`src/rtl/button_pkg.sv`:
```
// Shared constants for the push-button controller: register offsets on addr[10:8],
// CTRL bit positions, the reserved-read pattern and the board's button bit order.
package button_pkg;

   localparam logic [2:0] REG_LEVEL   = 3'd0;
   localparam logic [2:0] REG_PRESS   = 3'd1;
   localparam logic [2:0] REG_RELEASE = 3'd2;
   localparam logic [2:0] REG_MASK    = 3'd3;
   localparam logic [2:0] REG_CTRL    = 3'd4;

   localparam int CTRL_IRQ_EN  = 0;
   localparam int CTRL_CLR_ALL = 15;

   localparam logic [15:0] RSVD_RD_VAL = 16'hFFFF;

   localparam int BTN_BIG        = 0;
   localparam int BTN_MORSE_L    = 1;
   localparam int BTN_MORSE_R    = 2;
   localparam int BTN_MORSE_TX   = 3;
   localparam int BTN_KEY_TL     = 4;
   localparam int BTN_KEY_TR     = 5;
   localparam int BTN_KEY_LL     = 6;
   localparam int BTN_KEY_LR     = 7;

endpackage

```
`src/rtl/btn_debounce.sv`:
```
// One raw pin: 2-flop synchroniser, then a new level is accepted only after
// DEBOUNCE_CYCLES consecutive mismatching samples; edge pulses fire on the accept cycle.
module btn_debounce
   import button_pkg::*;
#(
   parameter int DEBOUNCE_CYCLES = 50000
) (
   input  logic clk,
   input  logic rst_n,
   input  logic raw_i,
   output logic level_o,
   output logic rise_pulse_o,
   output logic fall_pulse_o
);

   localparam int CNT_W = $clog2(DEBOUNCE_CYCLES);
   localparam logic [CNT_W-1:0] CNT_LAST = CNT_W'(DEBOUNCE_CYCLES - 1);

   logic [1:0]       sync_q;
   logic             stable_q, stable_d;
   logic [CNT_W-1:0] cnt_q, cnt_d;
   logic             mismatch;
   logic             accept;

   assign mismatch = sync_q[1] != stable_q;
   assign accept   = mismatch && (cnt_q == CNT_LAST);

   // Any cycle where the sample agrees with the held level restarts the count.
   always_comb begin
      stable_d = stable_q;
      cnt_d    = '0;
      if (accept) begin
         stable_d = sync_q[1];
      end else if (mismatch) begin
         cnt_d = cnt_q + 1'b1;
      end
   end

   always_ff @(posedge clk or negedge rst_n) begin
      if (!rst_n) begin
         sync_q   <= '0;
         stable_q <= 1'b0;
         cnt_q    <= '0;
      end else begin
         sync_q   <= {sync_q[0], raw_i};
         stable_q <= stable_d;
         cnt_q    <= cnt_d;
      end
   end

   assign level_o      = stable_q;
   assign rise_pulse_o = accept &&  sync_q[1];
   assign fall_pulse_o = accept && !sync_q[1];

endmodule

```
`src/rtl/button_event_ctrl.sv`:
```
// Debounced button levels, W1C press/release latches, CPU register window and masked irq.
// `define BUTTON_RELEASE_EVT_EN to implement release latching and let releases raise irq.
module button_event_ctrl
   import button_pkg::*;
#(
   parameter int DATA_WIDTH      = 16,
   parameter int ADDR_WIDTH      = 16,
   parameter int NUM_BTN         = 8,
   parameter int DEBOUNCE_CYCLES = 50000
) (
   input  logic                  clk,
   input  logic                  rst_n,
   input  logic [NUM_BTN-1:0]    btn_raw,
   input  logic                  en,
   input  logic                  we,
   input  logic [ADDR_WIDTH-1:0] addr,
   input  logic [DATA_WIDTH-1:0] data,
   output logic [DATA_WIDTH-1:0] q,
   output logic                  irq
);

   logic [NUM_BTN-1:0] level, rise, fall;
   logic [NUM_BTN-1:0] press_q, press_d;
   logic [NUM_BTN-1:0] mask_q, mask_d;
   logic               irq_en_q, irq_en_d;
   logic               irq_q, irq_d;
   logic [2:0]         sel;
   logic               wr, clr_all;
   logic [NUM_BTN-1:0] w1c_press;
   logic               unused_bits;

   for (genvar i = 0; i < NUM_BTN; i++) begin : g_btn
      btn_debounce #(.DEBOUNCE_CYCLES(DEBOUNCE_CYCLES)) u_deb (
         .clk          (clk),
         .rst_n        (rst_n),
         .raw_i        (btn_raw[i]),
         .level_o      (level[i]),
         .rise_pulse_o (rise[i]),
         .fall_pulse_o (fall[i])
      );
   end

   assign sel       = addr[10:8];
   assign wr        = en && we;
   assign clr_all   = wr && (sel == REG_CTRL) && data[CTRL_CLR_ALL];
   assign w1c_press = (wr && sel == REG_PRESS) ? data[NUM_BTN-1:0] : '0;

   // New events are ORed in after the clears so a same-cycle set always survives.
   assign press_d  = (clr_all ? '0 : (press_q & ~w1c_press)) | rise;
   assign mask_d   = (wr && sel == REG_MASK) ? data[NUM_BTN-1:0] : mask_q;
   assign irq_en_d = (wr && sel == REG_CTRL) ? data[CTRL_IRQ_EN] : irq_en_q;

`ifdef BUTTON_RELEASE_EVT_EN
   logic [NUM_BTN-1:0] release_q, release_d;
   logic [NUM_BTN-1:0] w1c_release;

   assign w1c_release = (wr && sel == REG_RELEASE) ? data[NUM_BTN-1:0] : '0;
   assign release_d   = (clr_all ? '0 : (release_q & ~w1c_release)) | fall;
   assign irq_d       = irq_en_q && (|(press_q & mask_q) || |(release_q & mask_q));
   assign unused_bits = ^{addr, data};

   always_ff @(posedge clk or negedge rst_n) begin
      if (!rst_n) release_q <= '0;
      else        release_q <= release_d;
   end
`else
   assign irq_d       = irq_en_q && |(press_q & mask_q);
   assign unused_bits = ^{addr, data, fall};
`endif

   always_ff @(posedge clk or negedge rst_n) begin
      if (!rst_n) begin
         press_q  <= '0;
         mask_q   <= '0;
         irq_en_q <= 1'b0;
         irq_q    <= 1'b0;
      end else begin
         press_q  <= press_d;
         mask_q   <= mask_d;
         irq_en_q <= irq_en_d;
         irq_q    <= irq_d;
      end
   end

   always_comb begin
      q = '0;
      if (en) begin
         case (sel)
            REG_LEVEL: q = DATA_WIDTH'(level);
            REG_PRESS: q = DATA_WIDTH'(press_q);
`ifdef BUTTON_RELEASE_EVT_EN
            REG_RELEASE: q = DATA_WIDTH'(release_q);
`else
            REG_RELEASE: q = '0;
`endif
            REG_MASK: q = DATA_WIDTH'(mask_q);
            REG_CTRL: q = DATA_WIDTH'(irq_en_q);
            default:  q = DATA_WIDTH'(RSVD_RD_VAL);
         endcase
      end
   end

   assign irq = irq_q;

endmodule

```
`config.mk`:
```
export PLATFORM = sky130hd
export DESIGN_NAME = button_event_ctrl
export DESIGN_NICKNAME = d
export VERILOG_FILES = /design/src/rtl/button_pkg.sv /design/src/rtl/btn_debounce.sv /design/src/rtl/button_event_ctrl.sv
export SDC_FILE = /design/constraint.sdc
export NUM_CORES = 1
export LEC_CHECK = 0
export BUFFER_PORTS_ARGS = -buffer_cell sky130_fd_sc_hd__buf_2
export CORE_MARGIN = 2
export CORE_UTILIZATION = 61
export CTS_CLUSTER_DIAMETER = 200
export DETAILED_ROUTE_END_ITERATION = 10
export PLACE_DENSITY = 0.86
export SLEW_MARGIN = 15
export SYNTH_ARGS = -nofsm -noshare
export SYNTH_HDL_FRONTEND = slang
export SYNTH_HIERARCHICAL = 1
export SYNTH_SLANG_ARGS = --single-unit
```
`constraint.sdc`:
```
create_clock -name clk -period 4.32 [get_ports clk]
set_input_delay 0.864 -clock clk [delete_from_list [all_inputs] [get_ports clk]]
set_output_delay 0.864 -clock clk [all_outputs]
set_load 0.01 [all_outputs]
```
# Word level (Yosys, flattened, before mapping)
# Cells that the tools add are included.
[word_totals] inputBits=44 wordCells=104 output_inout_bits=17 ff_bits=170
[classes] add_sub_neg=8 eq_ne=20 n_bitwise=4 n_reduce_logical=24 muxes=20
[ops] operator="$mux 16" count=17
[ops] operator="$add 16x1->16 const B" count=8
[ops] operator="$eq 16x16->1 const B" count=8
[ops] operator="$pmux 16 s5" count=1
[ops] operator="$logic_and 1x1->1" count=22
[ops] operator="$and 8x8->8" count=2
[ops] operator="$mux 8" count=2
[ops] operator="$ne 1x1->1" count=8
[ops] operator="$not 8->8" count=1
[ops] operator="$or 8x8->8" count=1
[ops] operator="$reduce_or 8->1" count=1
[ops] operator="$eq 3x2->1 const B" count=2
[ops] operator="$eq 3x1->1 const B" count=1
[ops] operator="$eq 3x3->1 const B" count=1
[ops] operator="$logic_not 3->1" count=1

# Depth between registers and ports, before layout
# Gate-level depths: netlist of run 1.
[logic_depth] word_depth=7 ltp_mapped=6 depth_no_buf=5

# Modules after synthesis
# The synthesis of run 1 kept the hierarchy.
[modules_own_cells] module="btn_debounce" cells_per_inst=85 n_inst=8 area_each_um2=984.7
[modules_own_cells] module="button_event_ctrl" cells_per_inst=101 n_inst=1 area_each_um2=1097.3

# Worst setup path before layout of run 1
# OpenSTA, ideal clock, no wires.
[synth_timing] path_kind="input port to output port" start="input addr[8]" end="output q[0]" path_slack_ns=1.780 path_buffers=1 cell_stages=4 required_time_ns=3.456 arrival_time_ns=1.676 cell_sequence="clkbuf_1 -> and3_1 -> a21oi_1 -> o31ai_1"
[synth_between] elab_chain_cells=3
[synth_rtl] element="from (decl)" line_no="button_event_ctrl.sv:16" rtl="input logic [ADDR_WIDTH-1:0] addr,"
[synth_rtl] element="$eq 3x3->1, or another cell as far along" line_no="button_event_ctrl.sv:88" rtl="case (sel)"
[synth_rtl] element="$pmux 16 s5 (*)" line_no="button_event_ctrl.sv:88"
[synth_rtl] element="$mux 16 (*)" line_no="button_event_ctrl.sv:87" rtl="if (en) begin"
[synth_rtl] element="to (decl)" line_no="button_event_ctrl.sv:18" rtl="output logic [DATA_WIDTH-1:0] q,"
# Every way passes the cells marked *; elsewhere a longest branch is shown, timed or not.

# Worst setup path after layout of run 1
[layout_timing] start="input addr[8]" end="output q[1]"
# The elaborated chain is that of the path after synthesis.

==> results.sh, run 1 <==
export IMPL_num_rows=44
export IMPL_grt_overflow=0
export IMPL_multi_input_comb_area_um2=4410
export IMPL_required_ns=3.46
export IMPL_gp_congestion=0.813
export IMPL_setup_tns_ns=0
export IMPL_p_leak_nw=4.39
export IMPL_seqCellArea_um2=4250
export IMPL_grt_pass1_vias=5821
export IMPL_wirelength_um=17000
export IMPL_area_growth_pct=10.1
export IMPL_drive_above_1_share_pct=22.5
export IMPL_drt_first_pass_iters=5
export IMPL_die_width_um=125
export IMPL_core_area_um2=14400
export IMPL_ant_nets=0
export IMPL_hpwl_um=10800
export IMPL_dp_slack_ns=1.34
export IMPL_drc=0
export IMPL_swShare_pct=21.9
export IMPL_path_max_fanout=14
export IMPL_fill_cells=996
export IMPL_grt_pass1_wl_um=28900
export IMPL_cts_sinks=170
export IMPL_yosys_warnings=6
export IMPL_power_w=0.00342
export IMPL_dr_first_iter_drc_count=402
export IMPL_postCtsSetupBuffers=0
export IMPL_via_per_inst=5.70
export IMPL_final_hold_viol_count=0
export IMPL_hp_start="g_btn[4].u_deb/sync_q[0]"
export IMPL_worstSetupPathType="in2out"
export IMPL_dp_cells=978
export IMPL_cts_resized=0
export IMPL_cp_data_arrival_time_ns=2.16
export IMPL_grt_util_all_layers_pct=23.1
export IMPL_post_drt_wl_per_cell_um=16.8
export IMPL_p_sw_w=0.000749
export IMPL_p_per_area_nw_per_um2=349
export IMPL_cts_tree="yes"
export IMPL_die_y_um=125
export IMPL_portBuffers=40
export IMPL_clockRootBuffer="clkbuf_16"
export IMPL_p_int_w=0.00267
export IMPL_syn_nets=825
export IMPL_drv_cap=0
export IMPL_cp_start_kind="input pin"
export IMPL_clk_pin_slew_ns=0.06
export IMPL_antenna_cells=0
export IMPL_min_period_over_period_pct=70.0
export IMPL_timing_rr_start="g_btn[6].u_deb/cnt_q[0]"
export IMPL_syn_instance_count=773
export IMPL_cp_startpoint="addr[8]"
export IMPL_hold_path_class="reg2reg"
export IMPL_max_slew_worst_pin_slew_ns=1.03
export IMPL_p_clk_share_pct=45.5
export IMPL_grt_start_max_net_pins=114
export IMPL_finalNonFillerCells=1007
export IMPL_drv_slew=0
export IMPL_max_freq_mhz=331
export IMPL_outcome="complete, no violations"
export IMPL_clock_path_buffers=2
export IMPL_numCtsBuffers=17
export IMPL_power_frac_seq_pct=49.1
export IMPL_max_slew_margin_pct=31.5
export IMPL_grt_setup_unrepaired="false"
export IMPL_critPathCaptureType="output port"
export IMPL_ir_worst_vdd_mv=0.306
export IMPL_dieArea_um2=15600
export IMPL_antenna_found_initial=0
export IMPL_fin_nets=865
export IMPL_comb_power_share_pct=5.3
export IMPL_avgSynthCellArea_um2=11.5
export IMPL_fin_skew_ns=0.00600
export IMPL_num_vias=5737
export IMPL_netlist_area_um2=8910
export IMPL_period_minus_slack_ns=3.03
export IMPL_setup_violations_final=0
export IMPL_clock_latency_ns=0.43
export IMPL_ctsHoldBuffers=0
export IMPL_num_io_pins=61
export IMPL_htree_levels=4
export IMPL_initial_utilization_pct=61.8
export IMPL_fin_ws_ns=1.29
==> area by class of cell <==
cell class	instances	share of cell area [%]
flip-flops and latches	170	43.3
clock buffers	23	4.97
multi-input cells	556	44.9
inverters	27	1.03
well taps	184	2.34
repair buffers	41	2.31
clock inverters	6	1.15
==> registers in the layout (all words and copies together) (netlist names) <==
signal,count
g_btn.u_deb/level_o,8
press_q,8
g_btn.u_deb/sync_q,16
g_btn.u_deb/cnt_q,128
mask_q,8
irq,1
irq_en_q,1
==> power by group through the flow <==
stage	registers (W)	logic [W]	clock network, W
global placement	0.00170	0.000175	0
detailed placement	0.00170	0.000182	0
CTS	0.00168	0.000186	0.00158
global route	0.00169	0.000203	0.00165
floorplan	0.00170	0.000114	0
finish	0.00168	0.000182	0.00156
==> metal layers <==
layer	global-route usage, %	vias to the layer above	routed length (um)
li1	-	2761	-
met1	29.1	2842	7140
met2	38.8	105	8730
met3	5.84	29	723
met4	8.37	0	369
met5	0	-	0
==> path summary, 6_finish.rpt <==
check / to / slack, ns / depth (start not counted)
max in group asynchronous: g_btn[1].u_deb/cnt_q[6] / 2.92 / 2
min reg2reg: g_btn[4].u_deb/sync_q[1] / 0.35 / 0
max: q[1] / 1.29 / 5
min in group asynchronous: g_btn[5].u_deb/cnt_q[14] / 0.59 / 1
max reg2reg: press_q[6] / 2.64 / 5
min: g_btn[4].u_deb/sync_q[1] / 0.35 / 0
==> layout by cell type, fill, tap and decap left out, types with 9 or more instances in the layout <==
master and n:
and3_1 9, nand3_1 55, clkbuf_16 17, nor3_1 32, xnor2_1 104, dfrtp_1 170, xor2_1 16, inv_1 27
a31o_2 9, nor4_2 16, nor2_2 25, nand4_4 16, buf_2 39, nand2_1 25, nor2_1 130
==> through the flow <==
step / hold slack [ns] / util [%] / instance area, um^2
2_1_floorplan: 0.331 / - / 8910
3_3_place_gp: 0.333 / 63.9 / 9220
3_5_place_dp: 0.335 / 63.9 / 9220
4_1_cts: 0.348 / 68.1 / 9820
5_1_grt: 0.364 / 68.1 / 9820
6_report: 0.347 / 68.1 / 9820
==> worst max-delay path, cell delays in order <==
cell and delay (ns):
buf_2 0.23, nor2b_1 0.51, a32oi_1 0.09, a31oi_1 0.28
buf_2 0.18
Note: power is estimated with default switching activity, not from simulation.
==> run 2, diff against run 1 <==
- CORE_UTILIZATION: 61 -> 55
- PLACE_DENSITY: 0.86 -> 0.82
- clock period: 4.32 -> 2.7 ns (I/O delays scaled with it)
==> run 2 against run 1 <==
Compared with the run above: first-iteration DRC count decreased by 17%; final cell count up 3.5%; sequential power is 60% higher; largest power group unchanged; power grew 58%; hold slack got worse by 0.21 ns.
==> results.sh, run 2 (same netlist as run 1, synthesis figures left out) <==
export IMPL_outcome="complete, no violations"
export IMPL_area_growth_pct=10.6
export IMPL_ctsHoldBuffers=0
export IMPL_p_per_area_nw_per_um2=548
export IMPL_num_io_pins=61
export IMPL_grt_pass1_vias=5712
export IMPL_setup_violations_final=0
export IMPL_num_vias=5650
export IMPL_period_minus_slack_ns=2.43
export IMPL_drive_above_1_share_pct=22.8
export IMPL_largest_registers="g_btn.u_deb/cnt_q (128), g_btn.u_deb/sync_q (16)"
export IMPL_core_area_um2=15900
export IMPL_regMostFlops="g_btn.u_deb/cnt_q"
export IMPL_antenna_found_initial=0
export IMPL_drt_first_pass_iters=4
export IMPL_gp_congestion=0.802
export IMPL_clk_pin_slew_ns=0.06
export IMPL_ant_nets=0
export IMPL_cp_data_arrival_time_ns=1.89
export IMPL_min_period_over_period_pct=89.9
export IMPL_cts_tree="yes"
export IMPL_ir_worst_vdd_mv=0.445
export IMPL_cp_common_cell="buf_2"
export IMPL_cts_resized=0
export IMPL_cp_start_kind="input pin"
export IMPL_dr_first_iter_drc_count=335
export IMPL_clock_latency_ns=0.42
export IMPL_critPathCaptureType="output port"
export IMPL_grt_setup_unrepaired="false"
export IMPL_clock_path_buffers=2
export IMPL_initial_utilization_pct=56.1
export IMPL_postCtsSetupBuffers=0
export IMPL_fin_skew_ns=0.00784
export IMPL_grt_overflow=0
export IMPL_die_y_um=131
export IMPL_grt_start_max_net_pins=75
export IMPL_fin_nets=867
export IMPL_final_hold_viol_count=0
export IMPL_max_slew_margin_pct=52.7
export IMPL_setup_tns_ns=0
export IMPL_htree_levels=4
export IMPL_cts_sinks=170
export IMPL_cpPeakStageDelay_ns=0.46
export IMPL_grt_pass1_wl_um=28000
export IMPL_numCtsBuffers=17
export IMPL_drv_cap=0
export IMPL_max_freq_mhz=412
export IMPL_required_ns=2.16
export IMPL_dieArea_um2=17200
export IMPL_cpMaxStageDelayCell="nor2b_1"
export IMPL_p_leak_nw=4.38
export IMPL_final_common_cell="dfrtp_1"
export IMPL_antenna_cells=0
export IMPL_drv_slew=0
export IMPL_hpwl_um=11100
export IMPL_largest_reg_flops=128
export IMPL_power_w=0.00540
export IMPL_wirelength_um=16100
export IMPL_path_max_fanout=14
export IMPL_drc=0
export IMPL_crit_chain="buf_2, nor2b_1, a32oi_1, a31oi_1, buf_2"
export IMPL_grt_util_all_layers_pct=19.8
export IMPL_max_slew_worst_pin_slew_ns=0.710
export IMPL_via_per_inst=5.42
export IMPL_num_rows=46
export IMPL_final_cell_mix="dfrtp_1, nor2_1, xnor2_1, nand3_1, buf_2"
export IMPL_worstSetupPathType="in2out"
export IMPL_hold_path_class="in2async"
export IMPL_clockRootBuffer="clkbuf_16"
export IMPL_portBuffers=40
export IMPL_die_width_um=131
export IMPL_post_drt_wl_per_cell_um=15.4
## run 2: cell types whose count changed in the layout (fill, tap and decap cells not counted), sizes merged
cell | previous run | this run
clkinv | 2 | 3
buf | 41 | 43
inv | 28 | 29
clkinvlp | 0 | 3
clkbuf | 23 | 19
## run 2: layer usage
metal / wire length (um) / up-vias / GRT usage [%] / share of wire [%]
met5: 0 / - / 0 / 0
met4: 205 / 0 / 5.74 / 1.3
met3: 491 / 11 / 4.63 / 3.1
met2: 7930 / 72 / 32.0 / 49
met1: 7430 / 2810 / 26.9 / 46
li1: - / 2757 / - / -
## run 2: worst paths after layout
kind	startpoint	endpoint	slack [ns]	cells after the start
hold / removal	rst_n	g_btn[4].u_deb/cnt_q[15]	0.13	1
hold reg to reg	g_btn[0].u_deb/sync_q[0]	g_btn[0].u_deb/sync_q[1]	0.35	0
max in group asynchronous	rst_n	g_btn[0].u_deb/cnt_q[12]	1.83	2
min in group clk	btn_raw[0]	g_btn[0].u_deb/sync_q[0]	0.22	1
setup reg to reg	g_btn[4].u_deb/cnt_q[0]	press_q[4]	0.92	5
setup / recovery	addr[8]	q[5]	0.27	5
## run 2: critical path, delay by kind of cell
family	cells	cell delay, ns
AND/OR/NAND/NOR	1	0.46
buffers and inverters	2	0.43
AO/OA/AOI/OAI	2	0.44
## run 2: report_power, final
part / internal [W] / switching [W]
clock network: 0.00144 / 0.000978
registers: 0.00262 / 0.0000660
logic: 0.000119 / 0.000176
## run 2: area by class of cell
| type | instances | area [um^2] |
|---|---|---|
| clock inverters | 11 | 145 |
| repair buffers | 43 | 254 |
| multi-input cells | 556 | 4410 |
| clock buffers | 19 | 433 |
| well taps | 216 | 270 |
| fillers | 1289 | 6020 |
| inverters | 27 | 101 |
| flip-flops and latches | 170 | 4250 |
## run 2: per-stage QoR
stage                     util (%)  hold slack, ns  std cells  cell area (um^2)  setup WS, ns
after floorplan                  -           0.244        773              8910         0.808
after global placement        58.5           0.333       1012              9290         0.321
after global routing          62.1           0.191       1042              9860         0.158
final                         62.1           0.134       1042              9860         0.273
after CTS                     62.1           0.163       1042              9860         0.284
after detailed placement      58.5           0.335       1012              9290         0.282
==> run 3, diff against run 2 <==
- ABC_AREA: not set -> 1
- CORE_UTILIZATION: 55 -> 56
- PLACE_DENSITY: 0.82 -> 0.83
==> run 3 against run 2 <==
Compared with the run above: synthesized cell count grew 68%; flip-flop and latch count is the same; maximum frequency grew 5.6%; sequential share of layout area shrank 5.2 points; synthesized area grew 14%; sequential power grew 2%; worst setup slack gained 0.13 ns; largest power group unchanged; hold slack lost 0.054 ns; combinational power grew 30%; critical endpoint is now q[1].
==> results.sh, run 3 <==
export IMPL_grt_use_met2_pct=38.3
export IMPL_post_drt_wl_per_cell_um=12.8
export IMPL_min_period_over_period_pct=85.1
export IMPL_cpMaxStageDelayCell="buf_4"
export IMPL_comb_power_share_pct=6.7
export IMPL_grt_pass1_wl_um=36100
export IMPL_final_cell_mix="nand2_1, nor2_1, dfrtp_1, inv_1, nand3_1"
export IMPL_period_minus_slack_ns=2.30
export IMPL_required_ns=2.16
export IMPL_portBuffers=40
export IMPL_power_frac_seq_pct=48.4
export IMPL_p_int_w=0.00429
export IMPL_setup_tns_ns=0
export IMPL_syn_nets=1348
export IMPL_num_rows=49
export IMPL_initial_utilization_pct=56.8
export IMPL_ir_worst_vdd_mv=0.546
export IMPL_placed_cell_area_um2=10600
export IMPL_final_common_cell="nand2_1"
export IMPL_grtUsageMet3_pct=4.90
export IMPL_max_slew_worst_pin_slew_ns=0.632
export IMPL_max_slew_margin_pct=57.6
export IMPL_cp_start_kind="input pin"
export IMPL_reg2reg_depth=6
export IMPL_htree_levels=4
export IMPL_avgSynthCellArea_um2=7.82
export IMPL_drv_slew=0
export IMPL_grt_setup_unrepaired="false"
export IMPL_cpPeakStageDelay_ns=0.19
export IMPL_grt_util_all_layers_pct=22.4
export IMPL_drt_first_pass_iters=5
export IMPL_setup_violations_final=0
export IMPL_max_freq_mhz=435
export IMPL_ant_nets=0
export IMPL_path_depth=9
export IMPL_yosys_warnings=6
export IMPL_worstSetupPathType="in2out"
export IMPL_grt_start_max_net_pins=66
export IMPL_hold_path_class="in2async"
export IMPL_clockRootBuffer="clkbuf_16"
export IMPL_area_growth_pct=10.7
export IMPL_cts_resized=0
export IMPL_final_hold_viol_count=0
export IMPL_hpwl_um=14900
export IMPL_via_per_inst=5.16
export IMPL_netlist_area_um2=10100
export IMPL_critPathCaptureType="output port"
export IMPL_fin_nets=1400
export IMPL_regMostFlops="g_btn.u_deb/cnt_q"
export IMPL_clock_path_buffers=2
export IMPL_largest_registers="g_btn.u_deb/cnt_q (128), g_btn.u_deb/sync_q (16)"
export IMPL_p_leak_nw=4.87
export IMPL_dr_first_iter_drc_count=388
export IMPL_die_y_um=139
export IMPL_clock_latency_ns=0.42
export IMPL_die_width_um=139
export IMPL_numCtsBuffers=17
export IMPL_power_w=0.00565
export IMPL_fin_area_um2=11200
export IMPL_p_per_area_nw_per_um2=504
export IMPL_p_clk_share_pct=44.9
export IMPL_ctsHoldBuffers=0
export IMPL_drc=0
export IMPL_gp_congestion=0.860
export IMPL_met1_usage_pct=28.8
export IMPL_largest_reg_flops=128
export IMPL_cp_common_cell="nor2_1"
export IMPL_cts_sinks=170
export IMPL_fin_skew_ns=0.00811
export IMPL_postCtsSetupBuffers=0
export IMPL_clk_pin_slew_ns=0.07
export IMPL_crit_chain="buf_2, buf_4, nor2_1, buf_4, nand3_1, nand2_1, nor2_1, nor2_1, buf_2"
export IMPL_critPathBufInv=4
export IMPL_dieArea_um2=19200
export IMPL_num_io_pins=61
export IMPL_outcome="complete, no violations"
export IMPL_crit_family="buffers and inverters"
export IMPL_wirelength_um=20400
export IMPL_num_vias=8206
export IMPL_core_area_um2=17800
export IMPL_grt_busiest_layer="met2"
export IMPL_syn_instance_count=1296
export IMPL_cts_tree="yes"
export IMPL_grt_pass1_vias=7994
export IMPL_path_max_fanout=11
export IMPL_cp_data_arrival_time_ns=1.76
export IMPL_p_sw_w=0.00137
export IMPL_swShare_pct=24.1
export IMPL_grt_overflow=0
export IMPL_antenna_found_initial=3
export IMPL_drive_above_1_share_pct=21.8
export IMPL_drv_cap=0
## run 3: cell types whose count changed in the layout (fill, tap and decap cells not counted), moves of 26 or more
cell,change
inv_2,+32
nand2_1,+294
nand2_2,+50
inv_1,+88
nand4_1,+41
nor2_4,+26
nor2_1,+58
xnor2_1,-80
nor2_2,+47
nand3_1,+49
## run 3: cell type report
cell class | count | area (um^2)
fill | 1436 | 6620
multi-input combinational | 956 | 5200
sequential | 170 | 4250
inverter | 157 | 589
clock buffer | 20 | 457
tap | 229 | 287
timing repair buffer | 46 | 277
clock inverter | 12 | 163
antenna | 1 | 2.50
## run 3: power by group through the flow
| stage | combinational (W) | sequential (W) | clock, W |
|---|---|---|---|
| detailed placement | 0.000385 | 0.00278 | 0 |
| finish | 0.000381 | 0.00274 | 0.00254 |
| floorplan | 0.000237 | 0.00276 | 0 |
| global route | 0.000436 | 0.00275 | 0.00270 |
| CTS | 0.000387 | 0.00273 | 0.00258 |
| global placement | 0.000373 | 0.00278 | 0 |
## run 3: worst reg2reg max path, stage by stage (launching register included)
cell and delay, ns:
dfrtp_1 0.39, ha_1 0.27, nand3_4 0.15, nor2_1 0.17, nand3_1 0.13, nand2_1 0.12
inv_1 0.05
## run 3: per-stage QoR
| stage | hold WS (ns) | std cells | setup slack (ns) | utilization, % |
|---|---|---|---|---|
| floorplan | 0.244 | 1296 | 0.747 | - |
| global placement | 0.335 | 1558 | 0.454 | 59.4 |
| detailed placement | 0.336 | 1558 | 0.425 | 59.4 |
| CTS | 0.0840 | 1590 | 0.398 | 62.9 |
| global route | 0.109 | 1590 | 0.251 | 62.9 |
| finish | 0.0793 | 1591 | 0.401 | 62.9 |
## run 3: per-layer routing
layer,wire [um],up-vias,part of all wire (%)
li1,-,4163,-
met1,9210,3882,45
met2,10200,131,50
met3,672,26,3.3
met4,306,4,1.5
met5,27,-,0.13
## run 3: final timing paths
path                                               start                       end  slack (ns)
max in group asynchronous                          rst_n   g_btn[7].u_deb/cnt_q[2]        1.87
worst min register to register  g_btn[3].u_deb/sync_q[0]  g_btn[3].u_deb/sync_q[1]        0.35
worst min-delay path                               rst_n   g_btn[6].u_deb/cnt_q[8]        0.08
worst max register to register   g_btn[3].u_deb/cnt_q[0]   g_btn[3].u_deb/cnt_q[4]        1.31
worst max-delay path                             addr[8]                      q[1]        0.40
min in group clk                              btn_raw[0]  g_btn[0].u_deb/sync_q[0]        0.22
